## src/rtl/alu_sequencer_if.sv

```systemverilog
// Instruction/control bundle between the instruction source and the ALU sequencer.
// The master side issues instructions. The slave side is the sequencer, which returns
// datapath controls and status.
interface alu_sequencer_if #(
   parameter int NREG = 4
);
   logic [9:0]      INSTR;
   logic            Exec;
   logic [NREG-1:0] Rin;
   logic [NREG-1:0] Rout;
   logic            Ain;
   logic            Gin;
   logic            Gout;
   logic [3:0]      FN;
   logic            Extern;
   logic            Busy;
   logic            Done;
   logic            Err;

   modport master (
      output INSTR, Exec,
      input  Rin, Rout, Ain, Gin, Gout, FN, Extern, Busy, Done, Err
   );

   modport slave (
      input  INSTR, Exec,
      output Rin, Rout, Ain, Gin, Gout, FN, Extern, Busy, Done, Err
   );
endinterface

```

## src/rtl/alu_sequencer.sv

```systemverilog
// Multi-cycle control FSM for a shared-bus ALU datapath.
// One instruction is latched per accepted Exec. The FSM then runs 1 or 3 execute states.
// All state advances on the falling edge of CLKb, which is the same edge the ALU uses.
// Every output is Moore-decoded from the state and the latched instruction.
module alu_sequencer #(
   parameter int NREG = 4
) (
   input  logic             CLKb,
   input  logic             Rst,
   alu_sequencer_if.slave   bus_if
);

   typedef enum logic [1:0] {
      S_IDLE = 2'd0,
      S_T1   = 2'd1,
      S_T2   = 2'd2,
      S_T3   = 2'd3
   } state_t;

   state_t      state_q, state_d;
   logic [9:0]  ir_q, ir_d;
   logic        err_q, err_d;

   logic [3:0]      fn;
   logic [1:0]      rx;
   logic [1:0]      ry;
   logic [3:0]      reg_ok;
   logic [NREG-1:0] rx_hot;
   logic [NREG-1:0] ry_hot;
   logic            is_load;
   logic            is_illegal;

   logic [NREG-1:0] rin_o, rout_o;
   logic            ain_o, gin_o, gout_o, extern_o, busy_o, done_o;
   logic [3:0]      fn_o;

   // The two low instruction bits are carried in IR but carry no meaning.
   logic unused_ir;
   assign unused_ir = ^ir_q[1:0];

   assign fn = ir_q[9:6];
   assign rx = ir_q[5:4];
   assign ry = ir_q[3:2];

   // A 2-bit field can name a register that does not exist when NREG is below 4.
   genvar gi;
   generate
      for (gi = 0; gi < 4; gi++) begin : g_reg_ok
         assign reg_ok[gi] = (gi < NREG);
      end
      for (gi = 0; gi < NREG; gi++) begin : g_hot
         assign rx_hot[gi] = (32'(rx) == gi);
         assign ry_hot[gi] = (32'(ry) == gi);
      end
   endgenerate

   assign is_load    = (fn == 4'b0000);
   assign is_illegal = (fn >= 4'b1100) || !reg_ok[rx] || !reg_ok[ry];

   // State, instruction and sticky error registers update on the falling clock edge.
   // Reset is asynchronous.
   always_ff @(negedge CLKb or posedge Rst) begin
      if (Rst) begin
         state_q <= S_IDLE;
         ir_q    <= '0;
         err_q   <= 1'b0;
      end else begin
         state_q <= state_d;
         ir_q    <= ir_d;
         err_q   <= err_d;
      end
   end

   // Next-state logic.
   // An instruction is accepted only in IDLE. Illegal and LOAD instructions finish in T1.
   always_comb begin
      state_d = state_q;
      ir_d    = ir_q;
      err_d   = err_q;
      case (state_q)
         S_IDLE: begin
            if (bus_if.Exec) begin
               ir_d    = bus_if.INSTR;
               err_d   = 1'b0;
               state_d = S_T1;
            end
         end
         S_T1: begin
            if (is_illegal) begin
               err_d   = 1'b1;
               state_d = S_IDLE;
            end else if (is_load) begin
               state_d = S_IDLE;
            end else begin
               state_d = S_T2;
            end
         end
         S_T2:    state_d = S_T3;
         S_T3:    state_d = S_IDLE;
         default: state_d = S_IDLE;
      endcase
   end

   // Moore output decode.
   // At most one bus driver is active per state: Rout, Gout or Extern.
   always_comb begin
      rin_o    = '0;
      rout_o   = '0;
      ain_o    = 1'b0;
      gin_o    = 1'b0;
      gout_o   = 1'b0;
      extern_o = 1'b0;
      done_o   = 1'b0;
      fn_o     = 4'b0000;
      busy_o   = (state_q != S_IDLE);
      case (state_q)
         S_T1: begin
            if (is_illegal) begin
               done_o = 1'b1;
            end else if (is_load) begin
               extern_o = 1'b1;
               rin_o    = rx_hot;
               done_o   = 1'b1;
            end else begin
               rout_o = ry_hot;
               ain_o  = 1'b1;
            end
         end
         S_T2: begin
            rout_o = rx_hot;
            gin_o  = 1'b1;
            fn_o   = fn;
         end
         S_T3: begin
            gout_o = 1'b1;
            rin_o  = rx_hot;
            done_o = 1'b1;
         end
         default: ;
      endcase
   end

   assign bus_if.Rin    = rin_o;
   assign bus_if.Rout   = rout_o;
   assign bus_if.Ain    = ain_o;
   assign bus_if.Gin    = gin_o;
   assign bus_if.Gout   = gout_o;
   assign bus_if.FN     = fn_o;
   assign bus_if.Extern = extern_o;
   assign bus_if.Busy   = busy_o;
   assign bus_if.Done   = done_o;
   assign bus_if.Err    = err_q;

endmodule
```

## src/flat_wrapper.sv

```systemverilog
// flat-port wrapper written by rule: the top's interface ports become plain ports
module alu_sequencer_flat 
#(
   parameter int NREG = 4
)
  (CLKb, Rst, bus_if_INSTR, bus_if_Exec, bus_if_Rin, bus_if_Rout, bus_if_Ain, bus_if_Gin, bus_if_Gout, bus_if_FN, bus_if_Extern, bus_if_Busy, bus_if_Done, bus_if_Err);
  alu_sequencer_if #(.NREG(NREG)) bus_if_i ();
  input  logic CLKb;
  input  logic Rst;
  input wire logic [$bits(bus_if_i.INSTR)-1:0] bus_if_INSTR;
  input wire logic [$bits(bus_if_i.Exec)-1:0] bus_if_Exec;
  output wire logic [$bits(bus_if_i.Rin)-1:0] bus_if_Rin;
  output wire logic [$bits(bus_if_i.Rout)-1:0] bus_if_Rout;
  output wire logic [$bits(bus_if_i.Ain)-1:0] bus_if_Ain;
  output wire logic [$bits(bus_if_i.Gin)-1:0] bus_if_Gin;
  output wire logic [$bits(bus_if_i.Gout)-1:0] bus_if_Gout;
  output wire logic [$bits(bus_if_i.FN)-1:0] bus_if_FN;
  output wire logic [$bits(bus_if_i.Extern)-1:0] bus_if_Extern;
  output wire logic [$bits(bus_if_i.Busy)-1:0] bus_if_Busy;
  output wire logic [$bits(bus_if_i.Done)-1:0] bus_if_Done;
  output wire logic [$bits(bus_if_i.Err)-1:0] bus_if_Err;
  assign bus_if_i.INSTR = bus_if_INSTR;
  assign bus_if_i.Exec = bus_if_Exec;
  assign bus_if_Rin = bus_if_i.Rin;
  assign bus_if_Rout = bus_if_i.Rout;
  assign bus_if_Ain = bus_if_i.Ain;
  assign bus_if_Gin = bus_if_i.Gin;
  assign bus_if_Gout = bus_if_i.Gout;
  assign bus_if_FN = bus_if_i.FN;
  assign bus_if_Extern = bus_if_i.Extern;
  assign bus_if_Busy = bus_if_i.Busy;
  assign bus_if_Done = bus_if_i.Done;
  assign bus_if_Err = bus_if_i.Err;
  alu_sequencer #(.NREG(NREG)) u_core (.CLKb(CLKb), .Rst(Rst), .bus_if(bus_if_i));
endmodule
```

## config.mk

```make
export PLATFORM = sky130hd
export DESIGN_NAME = alu_sequencer_flat
export DESIGN_NICKNAME = d
export VERILOG_FILES = /design/src/rtl/alu_sequencer_if.sv /design/src/rtl/alu_sequencer.sv /design/src/flat_wrapper.sv
export SDC_FILE = /design/constraint.sdc
export NUM_CORES = 1
export LEC_CHECK = 0
export ABC_AREA = 1
export CORE_MARGIN = 2
export CORE_UTILIZATION = 40
export DETAILED_ROUTE_END_ITERATION = 8
export GPL_TIMING_DRIVEN = 0
export PLACE_DENSITY = 0.77
export SETUP_SLACK_MARGIN = 0.2
export SLEW_MARGIN = 40
export SYNTH_ARGS = -nofsm -noshare
export SYNTH_HDL_FRONTEND = slang
export SYNTH_SLANG_ARGS = --single-unit
```

## constraint.sdc

```tcl
create_clock -name CLKb -period 2.05 [get_ports CLKb]
set_clock_uncertainty 0.15 [all_clocks]
set_input_delay 0.205 -clock CLKb [delete_from_list [all_inputs] [get_ports CLKb]]
set_output_delay 0.205 -clock CLKb [all_outputs]
set_load 0.02 [all_outputs]
```

# Word level (Yosys, flattened, before mapping)
# Index checks and enable logic that the tools add are counted.
# W data, S select, Z words.
[word_totals]
ff_bits = 13
out_inout_bits = 19
word_cells = 57
[classes]
magnitude_cmp = 3
n_eq_ne = 11
mux = 28
n_reduce_logical = 12
[ops]
columns = ["cell", "count"]
rows = [
  ["$mux W4", 5],
  ["$pmux W4 S2", 2],
  ["$mux W1", 13],
  ["$eq A2 B2 Y1 const B", 6],
  ["$pmux W2 S4", 1],
  ["$eq A2 B1 Y1 const B", 3],
  ["$logic_not A2 Y1", 3],
  ["$lt A2 B3 Y1 const B", 2],
  ["$mux W2", 3],
  ["$bmux W1 S2", 2],
  ["$ge A4 B4 Y1 const B", 1],
  ["$logic_not A4 Y1", 1],
  ["$pmux W1 S2", 2],
  ["$reduce_bool A2 Y1", 2],
  ["$reduce_and A3 Y1", 1],
  ["$logic_not A1 Y1", 2],
  ["$logic_or A1 B1 Y1", 2],
  ["$ne A2 B1 Y1 const B", 1],
  ["$ne A2 B2 Y1 const B", 1],
  ["$reduce_and A2 Y1", 1],
]

# Depth between registers and ports, before layout
# Gate-level depths: netlist (run 1).
[depth]
word_depth = 7
mapped_depth = 7
depth_no_buf = 7

==> results of run 1 <==
[registers in the layout, indices dropped and copies added, names as in the netlist, named ones only]
name               count
u_core.bus_if.Err      1
u_core.ir_q            8
u_core.state_q         1
[routing by layer]
metal	routed length (microns)	vias up	track usage [%]
li1	-	402	-
met1	800	379	22.8
met2	1060	25	31.1
met3	79	5	2.75
met4	30	0	8.57
met5	0	-	0
[worst max-delay path: stages, from the launching register on]
cell	delay, ns
dfrtn_1	0.46
buf_4	0.14
ha_4	0.14
clkbuf_16	0.14
nand2_1	0.10
a21oi_4	0.15
buf_6	0.13
[how the worst max path moves through the flow]
stage | start | end | slack (ns) | cells after the start
CTS | register | bus_if_Rout[0] | -0.85 | 6
global placement | register | bus_if_Rin[0] | -1.06 | 8
finish | register | bus_if_Rout[2] | -0.87 | 6
detailed placement | register | bus_if_Rin[0] | -1.09 | 8
floorplan | register | bus_if_Rin[0] | -0.48 | 7
global route | u_core.state_q[0]$_DFFE_NP0P_ | bus_if_Rout[2] | -0.91 | 5
[cell type report]
type	instances	area [sq um]	area share, %
repair buffers	43	420	29.4
multi-input cells	63	543	37.9
well taps	25	31.3	2.19
flip-flops and latches	11	275	19.2
plain buffers	3	51.3	3.58
inverters	21	83.8	5.86
clock buffers	4	26.3	1.84
[logic make-up (layout without fill, tap and decap cells)]
group                    Yosys count  in the layout  share of synthesized area [%]
adder cells (fa/ha/maj)            4              4                           6.99
buffers and inverters             24             71                           13.8
flip-flops                        11             11                           38.5
AND/OR/NAND/NOR                   42             42                           24.5
multiplexers                       4              4                           6.82
AO/OA/AOI/OAI                     13             13                           9.44
[where the power goes]
group | switching (mW) | internal, mW
Combinational | 0.911 | 0.827
Clock | 0.0755 | 0.0754
Sequential | 0.121 | 0.334
Total | 1.11 | 1.24
[repair_timing]
action                                  4_1_cts  5_1_grt
pin swaps                                     3        4
endpoints found under the setup margin       30       23
setup buffers                                 8        5
gates cloned                                  0        1
resized for setup                           122       17
[layout by cell type (no fill, tap or decap)]
master	synthesis	final
buf_4	0	12
clkbuf_4	0	3
o31ai_1	1	1
nand3_2	0	1
ha_2	0	1
a21oi_1	10	6
dlygate4sd2_1	0	4
dfrtn_1	11	11
nand2_8	0	1
nor2_2	0	3
nand3_4	0	1
nand2_2	2	8
o21ai_2	0	1
inv_4	0	2
inv_2	1	9
clkbuf_16	0	1
nand4_1	4	4
clkdlybuf4s15_2	0	1
buf_6	1	20
buf_8	0	2
o21ai_0	1	1
ha_4	0	3
nand2_1	13	6
buf_2	1	1
mux2_4	1	4
clkbuf_1	1	1
inv_1	20	10
a21oi_4	0	4
nor2_4	0	6
clkdlybuf4s50_1	0	5
nor2_1	21	12
[metrics by stage]
| step | setup TNS, ns | instances | power, mW |
|---|---|---|---|
| after floorplan | -6.19 | 98 | 1.41 |
| after global placement | -21.54 | 152 | 1.78 |
| after detailed placement | -22.17 | 152 | 1.80 |
| after CTS | -13.96 | 164 | 2.18 |
| after global routing | -15.01 | 170 | 2.50 |
| final | -14.08 | 170 | 2.34 |
==> results.py, run 1 <==
metrics = {
    "placed_design": {
        "pre_cts_ws_ns": -1.09,
        "numPortBuffers": 29,
        "post-dp-hpwl_microns": 1310,
        "dpl-instance-area_sq_um": 1190,
        "gp_congestion": 0.759,
    },
    "worst_hold_path": {
        "min_to": "u_core.bus_if.Err$_DFFE_NP0P_",
        "hp-class": "reg -> reg",
        "hold_depth": 2,
        "min_from": "u_core.bus_if.Err$_DFFE_NP0P_",
    },
    "clocking": {
        "tritoncts": "built",
        "holdBufCountCts": 0,
        "clkLatencyLatePin_ns": 0.28,
        "numCtsBuffers": 3,
        "clockBufferDepth": 2,
        "htreeDepth": 1,
        "clock_sinks": 11,
        "clk_pin_slew_ns": 0.05,
        "root_buffer": "clkbuf_4",
    },
    "detailed_routing": {
        "first_iter_violations": 9,
        "viasPerCell": 4.77,
        "vias": 811,
        "postRouteAntennaNets": 0,
        "drt_wl_total_microns": 1970,
        "drt_first_pass_iters": 4,
        "route.detailed.drc": 0,
        "avgRoutedWirePerCell_microns": 11.6,
    },
    "sta": {
        "layout_setup_ws_ns": -0.866,
        "slew-limit-headroom_pct": 71.3,
        "setup_viol": 19,
        "rsz0062_at_grt": "true",
        "hold_slack_ns": 0.351,
        "slew_violations": 0,
        "worst_slew_pin_slew_ns": 0.430,
        "hold_violations": 0,
    },
    "critical_path": {
        "critPathKind": "reg -> out",
        "crit_fanout": 5,
        "rr_endpoint": "u_core.ir_q[8]$_DFFE_NP0P_",
        "r2r_start": "u_core.state_q[0]$_DFFE_NP0P_",
        "rrSetupSlack_ns": 0.42,
        "crit_path_start_kind": "register",
        "worst_r2r_path_depth": 5,
        "worstPathArrival_ns": 2.56,
        "crit_required_ns": 1.69,
        "crit_path_end_kind": "primary output",
    },
    "power": {
        "ir_worst_vdd_mv": 1.13,
        "power.leakage_nw": 0.671,
        "power_density_nw_per_um2": 1640,
    },
    "yosys": {
        "synth_cell_types": 18,
        "synth_edf_count": 0,
        "synth_top_area_share_pct": 38.5,
        "yosysMostFrequentCell": "nor2_1",
        "yosys_register_bits": 11,
        "synth_nets": 115,
        "synth.largest_area_cell": "dfrtn_1",
        "synth_top_cells_by_area": "dfrtn_1 38%, nor2_1 11%, inv_1 10%",
        "synthCells": 98,
        "synthArstFlopShare_pct": 100,
        "netlist_area_sq_um": 716,
        "synthFlopType": "dfrtn_1",
        "syn_area_per_cell_sq_um": 7.30,
        "ys_seq_area_share_pct": 38.5,
        "synth_common_cells": "21 x nor2_1, 20 x inv_1, 13 x nand2_1",
        "yosysWarnings": 0,
    },
    "finish": {
        "areaGrowthSynthToFinish_pct": 100,
        "fillers": 99,
        "final_core_util_pct": 83.8,
        "nets": 163,
        "num_antenna_cells": 0,
        "drive_gt1_share_pct": 57.9,
        "final_area_sq_um": 1430,
    },
    "floorplanning": {
        "core_area_sq_um": 1710,
        "die_w_microns": 46.3,
        "io_pins": 32,
        "dieHeight_microns": 46.3,
        "fp-row-count": 15,
        "fp.dieArea_sq_um": 2140,
        "start_util_pct": 41.9,
    },
    "global_routing": {
        "grt_pass1_wl_microns": 2820,
        "grt_use_total_pct": 18.4,
        "grt_remaining_overflow": 0,
        "antenna_found_initial": 0,
        "grt_pass1_vias": 693,
        "grt_max_degree": 12,
    },
    "job": {
        "drv_cap": 0,
    },
    "status": {
        "status": "finished with violations",
        "violations": "negative setup slack",
    },
}
No activity file was read; power rests on OpenSTA's default activity.
==> run 2: changes to the inputs <==
--- a/config.mk
+++ b/config.mk
@@ -6,11 +6,13 @@
 export NUM_CORES = 1
 export LEC_CHECK = 0
 export ABC_AREA = 1
+export ABC_CLOCK_PERIOD_IN_PS = 2050
 export CORE_MARGIN = 2
 export CORE_UTILIZATION = 40
 export DETAILED_ROUTE_END_ITERATION = 8
 export GPL_TIMING_DRIVEN = 0
 export PLACE_DENSITY = 0.77
+export REMOVE_ABC_BUFFERS = 1
 export SETUP_SLACK_MARGIN = 0.2
 export SLEW_MARGIN = 40
 export SYNTH_ARGS = -nofsm -noshare
==> run 2 against run 1 <==
The flow still finishes with violations (negative setup slack). Non-clock buffer count is 5 lower. Setup slack better by 0.0078 ns. Clock power hardly changed. Via count is 3.5% lower. Routed wire length is 1.9% lower. Sequential power is 0.9% lower. Total power is 12% lower. Core utilization is 12 points lower. Critical endpoint unchanged. Critical path depth is 1 lower. Count of clock-buffer cells in the layout stayed put. Combinational power is 16% lower.
==> results.py, run 2 (synthesis gave the netlist of run 1 again) <==
metrics = {
    "clocking": {
        "htreeDepth": 1,
        "clkLatencyLatePin_ns": 0.27,
        "clock_sinks": 11,
        "tritoncts": "built",
        "root_buffer": "clkbuf_4",
        "numCtsBuffers": 3,
        "clockBufferDepth": 2,
        "clk_pin_slew_ns": 0.05,
        "holdBufCountCts": 0,
    },
    "detailed_routing": {
        "avgRoutedWirePerCell_microns": 11.7,
        "dr_wl_met3_microns": 98,
        "first_iter_violations": 11,
        "drt_first_pass_iters": 4,
        "route.met2.wl_microns": 963,
        "highest_layer": "met4",
        "vias": 783,
        "drt_wl_total_microns": 1930,
        "drt-met1-wl_microns": 827,
        "route.detailed.drc": 0,
        "viasPerCell": 4.75,
        "postRouteAntennaNets": 0,
    },
    "status": {
        "violations": "negative setup slack",
        "status": "finished with violations",
    },
    "floorplanning": {
        "dieHeight_microns": 46.3,
        "fp-row-count": 15,
        "core_area_sq_um": 1710,
        "start_util_pct": 41.9,
        "io_pins": 32,
        "fp.dieArea_sq_um": 2140,
        "die_w_microns": 46.3,
    },
    "power": {
        "power_density_nw_per_um2": 1670,
        "power.leakage_nw": 0.640,
        "ir_worst_vdd_mv": 0.960,
    },
    "finish": {
        "num_antenna_cells": 0,
        "fillers": 141,
        "largest_register_ffs": 8,
        "nets": 158,
        "drive_gt1_share_pct": 47.9,
        "multiInputGateArea_sq_um": 437,
        "final_common_cell": "nor2_1",
        "seq_area_sq_um": 275,
        "areaGrowthSynthToFinish_pct": 72.4,
        "final_cell_mix": "19 x nor2_1, 16 x buf_6, 15 x buf_4",
        "final_core_util_pct": 72.2,
        "instances_no_fill": 165,
        "regMostFlops": "u_core.ir_q",
    },
    "critical_path": {
        "critPathTopFamily": "flip-flops",
        "critPathKind": "reg -> out",
        "crit_chain": "inv_2 > ha_2 > inv_2 > a21oi_2 > buf_6",
        "crit_required_ns": 1.69,
        "path_buf_inv": 3,
        "slowest_delay_ns": 0.49,
        "cpMostUsedCell": "inv_2",
        "cpMaxStageDelayCell": "dfrtn_1",
        "crit_fanout": 4,
        "crit_path_start_kind": "register",
        "crit_path_end_kind": "primary output",
        "worstPathArrival_ns": 2.55,
    },
    "placed_design": {
        "post-dp-hpwl_microns": 1190,
        "numPortBuffers": 29,
        "gp_congestion": 0.755,
        "dpl.cell_count": 149,
    },
    "sta": {
        "hold_slack_ns": 0.353,
        "rsz0062_at_grt": "true",
        "hold_violations": 0,
        "worst_slew_pin_slew_ns": 0.432,
        "slew-limit-headroom_pct": 71.2,
        "setup_viol": 19,
        "layout_setup_ws_ns": -0.858,
        "slew_violations": 0,
    },
    "worst_hold_path": {
        "hp-class": "reg -> reg",
        "min_from": "u_core.bus_if.Err$_DFFE_NP0P_",
    },
    "global_routing": {
        "grt_pass1_wl_microns": 2750,
        "antenna_found_initial": 0,
        "grt_max_degree": 12,
        "grt_use_total_pct": 18.9,
        "grt_remaining_overflow": 0,
        "grt_pass1_vias": 634,
    },
    "job": {
        "drv_cap": 0,
    },
}
-- run 2: cell count changes in the layout (fill, tap and decap cells not counted), moves of 3 or more --
cell     previous run  this run
buf_6              20        16
buf_4              12        15
nor2_1             12        19
a21oi_4             4         0
a21oi_2             0         4
nor2_4              6         0
-- run 2: cell type report --
cell class | count | area share [%]
Multi-Input combinational cell | 63 | 35.4
Timing Repair Buffer | 41 | 31.2
Sequential cell | 11 | 22.3
Inverter | 21 | 6.39
Tap cell | 25 | 2.54
Clock buffer | 4 | 2.13
-- run 2: repair_timing --
item / 4_1_cts / 5_1_grt
setup endpoints to repair: 30 / 21
gates cloned: 0 / 0
buffers inserted: 9 / 3
pin swaps: 2 / 7
resized for setup: 115 / 37
-- run 2: metal layers --
layer / vias up / global-route usage (%)
met5: - / 0
met4: 0 / 15.4
met3: 6 / 2.35
met2: 25 / 29.2
met1: 365 / 23.1
li1: 387 / -
-- run 2: worst min-delay path, stage by stage, from the launching register on --
cell     delay [ns]
dfrtn_1        0.43
o21ai_0        0.09
o31ai_1        0.07
-- run 2: per-stage QoR --
step / setup slack [ns] / power (mW) / TNS, ns / instance area (sq um)
after floorplan: -0.697 / 1.08 / -8.08 / 696
after global placement: -1.09 / 1.45 / -21.59 / 1020
after detailed placement: -1.11 / 1.48 / -22.26 / 1020
after CTS: -0.823 / 1.81 / -13.18 / 1120
after global routing: -0.900 / 2.20 / -14.67 / 1230
final: -0.858 / 2.07 / -13.67 / 1230
-- run 2: final timing paths --
kind | cells past startpoint | endpoint | slack, ns
max | 5 | bus_if_Rout[2] | -0.86
min | 2 | u_core.bus_if.Err$_DFFE_NP0P_ | 0.35
max reg2reg | 6 | u_core.bus_if.Err$_DFFE_NP0P_ | 0.47
min reg2reg | 2 | u_core.bus_if.Err$_DFFE_NP0P_ | 0.35
max in group asynchronous | 2 | u_core.state_q[0]$_DFFE_NP0P_ | 0.44
min in group asynchronous | 2 | u_core.ir_q[2]$_DFFE_NP0P_ | 0.98
-- run 2: power breakdown --
| part | switching, mW | internal (mW) | total (mW) | leakage (nW) |
|---|---|---|---|---|
| Combinational | 0.766 | 0.695 | 1.46 | 0.498 |
| Sequential | 0.118 | 0.334 | 0.452 | 0.127 |
| Clock | 0.0770 | 0.0753 | 0.152 | 0.0150 |
==> run 3: changes to the inputs <==
--- a/config.mk
+++ b/config.mk
@@ -13,7 +13,6 @@
 export GPL_TIMING_DRIVEN = 0
 export PLACE_DENSITY = 0.77
 export REMOVE_ABC_BUFFERS = 1
-export SETUP_SLACK_MARGIN = 0.2
 export SLEW_MARGIN = 40
 export SYNTH_ARGS = -nofsm -noshare
 export SYNTH_HDL_FRONTEND = slang
==> constraint.sdc (replaced) <==
create_clock -name CLKb -period 2.05 [get_ports CLKb]
set_clock_uncertainty 0.15 [all_clocks]
set_input_delay 0.41 -clock CLKb [delete_from_list [all_inputs] [get_ports CLKb]]
set_output_delay 0.41 -clock CLKb [all_outputs]
set_load 0.02 [all_outputs]
==> run 3 against run 2 <==
The run still ends with negative setup slack left. Sequential share of layout area stayed put. Flip-flop and latch count stayed put. Combinational power hardly changed. Non-clock buffer count stayed put. Routed wire length stayed put. Setup slack worse by 0.21 ns. Cell count stayed put. Via count stayed put. Worst hold slack stayed put. Sequential power hardly changed. Die area stayed put. Largest power group unchanged.
==> results.py, run 3 (synthesis gave the netlist of run 1 again) <==
metrics = {
    "status": {
        "status": "finished with violations",
        "violations": "negative setup slack",
    },
    "clocking": {
        "htreeDepth": 1,
        "clkLatencyLatePin_ns": 0.27,
        "tritoncts": "built",
        "clockBufferDepth": 2,
        "clk_pin_slew_ns": 0.05,
        "root_buffer": "clkbuf_4",
        "clock_sinks": 11,
        "numCtsBuffers": 3,
    },
    "critical_path": {
        "crit_fanout": 4,
        "crit_path_start_kind": "register",
        "worstPathArrival_ns": 2.55,
        "crit_required_ns": 1.49,
        "crit_path_end_kind": "primary output",
        "critPathKind": "reg -> out",
    },
    "sta": {
        "worst_slew_pin_slew_ns": 0.432,
        "layout_setup_ws_ns": -1.06,
        "setup_viol": 19,
        "hold_violations": 0,
        "slew_violations": 0,
        "rsz0062_at_grt": "true",
        "hold_slack_ns": 0.353,
        "slew-limit-headroom_pct": 71.2,
    },
    "global_routing": {
        "grt_remaining_overflow": 0,
        "grt_use_total_pct": 18.9,
        "grt_pass1_vias": 634,
        "grt_pass1_wl_microns": 2750,
        "grt_max_degree": 12,
        "antenna_found_initial": 0,
    },
    "detailed_routing": {
        "viasPerCell": 4.75,
        "highest_layer": "met4",
        "drt_first_pass_iters": 4,
        "route.met2.wl_microns": 963,
        "drt-met1-wl_microns": 827,
        "postRouteAntennaNets": 0,
        "dr_wl_met3_microns": 98,
        "avgRoutedWirePerCell_microns": 11.7,
        "first_iter_violations": 11,
        "drt_wl_total_microns": 1930,
        "route.detailed.drc": 0,
        "vias": 783,
    },
    "power": {
        "power_frac_comb_pct": 70.7,
        "p_int_mw": 1.11,
        "power_density_nw_per_um2": 1670,
        "clkPwrFrac_pct": 7.4,
        "p_switching_uw": 961,
        "seq_power_share_pct": 21.9,
        "sw_frac_of_total_pct": 46.5,
        "ir_worst_vdd_mv": 0.960,
        "power.leakage_nw": 0.640,
    },
    "finish": {
        "final_cell_mix": "19 x nor2_1, 16 x buf_6, 15 x buf_4",
        "drive_gt1_share_pct": 47.9,
        "areaGrowthSynthToFinish_pct": 72.4,
        "num_antenna_cells": 0,
        "final_common_cell": "nor2_1",
        "final_area_sq_um": 1230,
        "regMostFlops": "u_core.ir_q",
        "largest_register_ffs": 8,
        "nets": 158,
    },
    "placed_design": {
        "numPortBuffers": 29,
        "dpl-instance-area_sq_um": 1020,
        "pre_cts_ws_ns": -1.31,
        "gp_congestion": 0.755,
        "post-dp-hpwl_microns": 1190,
    },
    "job": {
        "drv_cap": 0,
    },
    "floorplanning": {
        "io_pins": 32,
        "die_w_microns": 46.3,
        "fp-row-count": 15,
        "fp.dieArea_sq_um": 2140,
        "start_util_pct": 41.9,
        "dieHeight_microns": 46.3,
        "core_area_sq_um": 1710,
    },
    "worst_hold_path": {
        "hp-class": "reg -> reg",
    },
}
run 3: cell counts in the layout (fill, tap and decap cells not counted):
No cell type changed its count.
run 3: timing repair:
| action | CTS | global route |
|---|---|---|
| endpoints found under the setup margin | 30 | 21 |
| resized for setup | 115 | 37 |
| hold buffers | 0 | 0 |
| endpoints found under the hold margin | 0 | 0 |
| pin swaps | 2 | 7 |
| cloned | 0 | 0 |
| buffers inserted | 9 | 3 |
run 3: worst max-delay path, cell delays in order, from the launching register on:
cell and delay [ns]:
dfrtn_1 0.49, inv_2 0.08, ha_2 0.32, inv_2 0.06, a21oi_2 0.15, buf_6 0.14
run 3: stage by stage:
stage / power, mW / utilization [%] / setup TNS [ns] / cells
finish: 2.07 / 72.2 / -17.57 / 165
floorplan: 1.08 / - / -12.65 / 95
detailed placement: 1.48 / 59.6 / -29.46 / 149
CTS: 1.81 / 65.3 / -17.08 / 162
global route: 2.20 / 72.2 / -18.56 / 165
global placement: 1.45 / 59.6 / -28.79 / 149
run 3: final timing paths:
path / from / endpoint / slack (ns) / cells after the start
min reg2reg: u_core.bus_if.Err$_DFFE_NP0P_ / u_core.bus_if.Err$_DFFE_NP0P_ / 0.35 / 2
min in group asynchronous: Rst / u_core.ir_q[2]$_DFFE_NP0P_ / 1.19 / 2
min: u_core.bus_if.Err$_DFFE_NP0P_ / u_core.bus_if.Err$_DFFE_NP0P_ / 0.35 / 2
max: register / bus_if_Rout[2] / -1.06 / 5
max in group asynchronous: Rst / u_core.state_q[0]$_DFFE_NP0P_ / 0.23 / 2
max reg2reg: register / u_core.bus_if.Err$_DFFE_NP0P_ / 0.47 / 6
run 3: area by class of cell:
cell class	count	area [sq um]
clock buffers	4	26.3
fillers	141	474
inverters	21	78.8
multi-input cells	63	437
flip-flops and latches	11	275
well taps	25	31.3
repair buffers	41	385
run 3: layer usage:
metal	up-vias	track usage, %
met5	-	0
met4	0	15.4
met3	6	2.35
met2	25	29.2
met1	365	23.1
li1	387	-
run 3: power groups by stage:
stage          Sequential, mW  Clock (mW)  Combinational, mW
6_report                0.452       0.152               1.46
5_1_grt                 0.465       0.162               1.57
4_1_cts                 0.437       0.157               1.21
3_5_place_dp            0.440           0               1.04
3_3_place_gp            0.432           0               1.02
2_1_floorplan           0.424           0              0.660
==> patch: new RTL, settings of run 1 <==
Encoding of `state_t`: now Gray code (2 bits for 4 states).
--- a/src/rtl/alu_sequencer.sv
+++ b/src/rtl/alu_sequencer.sv
@@ -11,10 +11,10 @@
 );
 
    typedef enum logic [1:0] {
-      S_IDLE = 2'd0,
-      S_T1   = 2'd1,
-      S_T2   = 2'd2,
-      S_T3   = 2'd3
+      S_IDLE = 2'b00,
+      S_T1   = 2'b01,
+      S_T2   = 2'b11,
+      S_T3   = 2'b10
    } state_t;
 
    state_t      state_q, state_d;
Function: same outputs for any inputs over 10 cycles, from zero or initial values and one cycle with Rst high; not proved beyond that.
==> patch against run 1 <==
Count of clock-buffer cells in the layout unchanged; the run still ends with negative setup slack left; wire length up 11%; synthesized cell count down 11%; worst hold slack worse by 0.038 ns; sequential cell count unchanged; die area down 3.2%; power down 0.72%; setup slack worse by 0.0032 ns; critical path type unchanged; area after synthesis down 3.5%; via count down 3.7%; global-route usage up 5.1 points; cell area down 0.96%; critical endpoint is now bus_if_Rout[0].
==> patch: results (changes against run 1) <==
| Metric | Value |
|---|---|
| Reg2reg path depth | 7 (+2) |
| Hold Path End | u_core.bus_if.Err |
| Initial antenna violation count | 0 (unchanged) |
| Clock slew at reported path FFs | 0.05 ns (about the same) |
| Pre-CTS WS | -1.11 ns (-0.0222 ns) |
| Layout cells sized above 1 | 0.567 (-0.0119) |
| Max FFs per register | 8 (unchanged) |
| Global-route wire length before repair | 3470 um (+23%) |
| Critical path's slowest cell | dfrtn_1 |
| Hold Startpoint | u_core.bus_if.Err |
| Worst setup margin | -0.869 ns (-0.00321 ns) |
| Outcome | finished, violations left |
| Synth area leaders | dfrtn_1 (40%), nand2_1 (11%), ha_1 (9.1%) |
| Initial DRC Count | 12 (+3) |
| Worst hold slack | 0.313 ns (-0.0378 ns) |
| Fin nets | 160 (-1.8%) |
| Num CTS Buffers | 3 (unchanged) |
| Number of global-route vias before repair | 796 (+15%) |
| R2R Setup Slk | 0.33 ns (-0.09 ns) |
| Failing checks | negative setup slack |
| Commonest cells post-synth | nand2_1 (20), inv_1 (16), nor2_1 (13) |
| Top_reg_cell synth | dfrtn_1 |
| HP Class | reg -> reg |
| Drt pass-1 iters | 4 (unchanged) |
| Async SR Flop Fraction | 1.00 (unchanged) |
| Pin count of the biggest net entering global routing | 12 (unchanged) |
| FF-to-FF Start | u_core.state_q[0] |
| GP Congestion | 0.751 (-1.1%) |
| HPWL after detailed placement | 1310 um (about the same) |
| Final Setup Violations | 19 (unchanged) |
| Post-DR wirelength/cell | 13.9 um (+20%) |
| Port buffer count | 29 (unchanged) |
| Placed Cells | 133 (-13%) |
| Synthesis Warnings | 0 (unchanged) |
| Post-DP Area | 0.00112 mm2 (-6.0%) |
| RR Endpoint | u_core.state_q[0] |
| Final setup TNS | -14.06 ns (+0.0140 ns) |
| Worst skew pair latency | 0.28 ns (about the same) |
| Hold Crit Depth | 2 (unchanged) |
| Number of setup buffers added after CTS | 14 (+6) |
| Synth Instances | 87 (-11%) |
| Sequential area share after synthesis | 0.399 (+0.0139) |
| Worst VDD drop | 1.06 mV (-6.1%) |
| Total GRT Usage | 0.236 (+0.0512) |
| Root buf cell | clkbuf_4 |
| Layout Cells excl Fill | 158 (-7.1%) |
| Slew @ Worst Pin | 0.417 ns (-0.0134 ns) |
| Worst-path maximum fanout | 5 (unchanged) |
| Max incr delay on CP | 0.48 ns (+0.02 ns) |
| LEAKAGE | 0.720 nW (+7.3%) |
| Via density | 4.94 (+3.6%) |
| Cts repair resizes | 137 (+12%) |
| Netlist cell types | 17 (-1) |
| Post-synth net total | 105 (-8.7%) |
## patch: cell count changes after synthesis, sizes merged, moves of 4 or more
cell   change
nor2       -8
nand2      +7
a21oi      -5
inv        -5
nand4      -4
o22ai      +4
## patch: routing by layer
layer,wire length [um],up-vias,global-route usage
met3,77,6,0.0437
li1,-,384,-
met4,54,0,0.0941
met2,1180,26,0.414
met1,877,365,0.279
met5,0,-,0
## patch: cell type report
class | count | area (um2)
well taps | 17 | 21.3
multi-input cells | 59 | 538
repair buffers | 50 | 474
clock buffers | 4 | 26.3
inverters | 16 | 67.6
fillers | 97 | 253
plain buffers | 1 | 15.0
flip-flops and latches | 11 | 275
## patch: cells by family after synthesis
kind of cell	count (synthesis)	synth area share
buffers and inverters	17	0.103
and+or+nand+nor	37	0.219
AOI/OAI and AO/OA	13	0.118
adders and majority gates	5	0.0906
DFF	11	0.399
muxes	4	0.0706
## patch: worst max path at each step
stage,from,to,slack (ns),depth (start not counted)
final,u_core.state_q[1],bus_if_Rout[0],-0.87,6
after global routing,u_core.state_q[1],bus_if_Rout[0],-0.94,6
after CTS,u_core.state_q[1],bus_if_Rin[1],-0.85,7
after detailed placement,u_core.state_q[1],bus_if_Rin[0],-1.11,7
after global placement,u_core.state_q[1],bus_if_Rin[0],-1.08,7
after floorplan,u_core.state_q[0],bus_if_Rout[0],-0.49,3
## patch: worst register-to-register path, cell delays in order (launching register included)
cell	delay, ns
dfrtn_1	0.49
inv_2	0.10
buf_4	0.14
buf_4	0.12
buf_4	0.12
ha_1	0.19
nor2_1	0.17
a21oi_1	0.09
## patch: power by group
group          total [mW]  switching, mW  internal (mW)
Clock               0.152         0.0761         0.0755
Combinational        1.73          0.865          0.868
Sequential          0.443          0.109          0.333
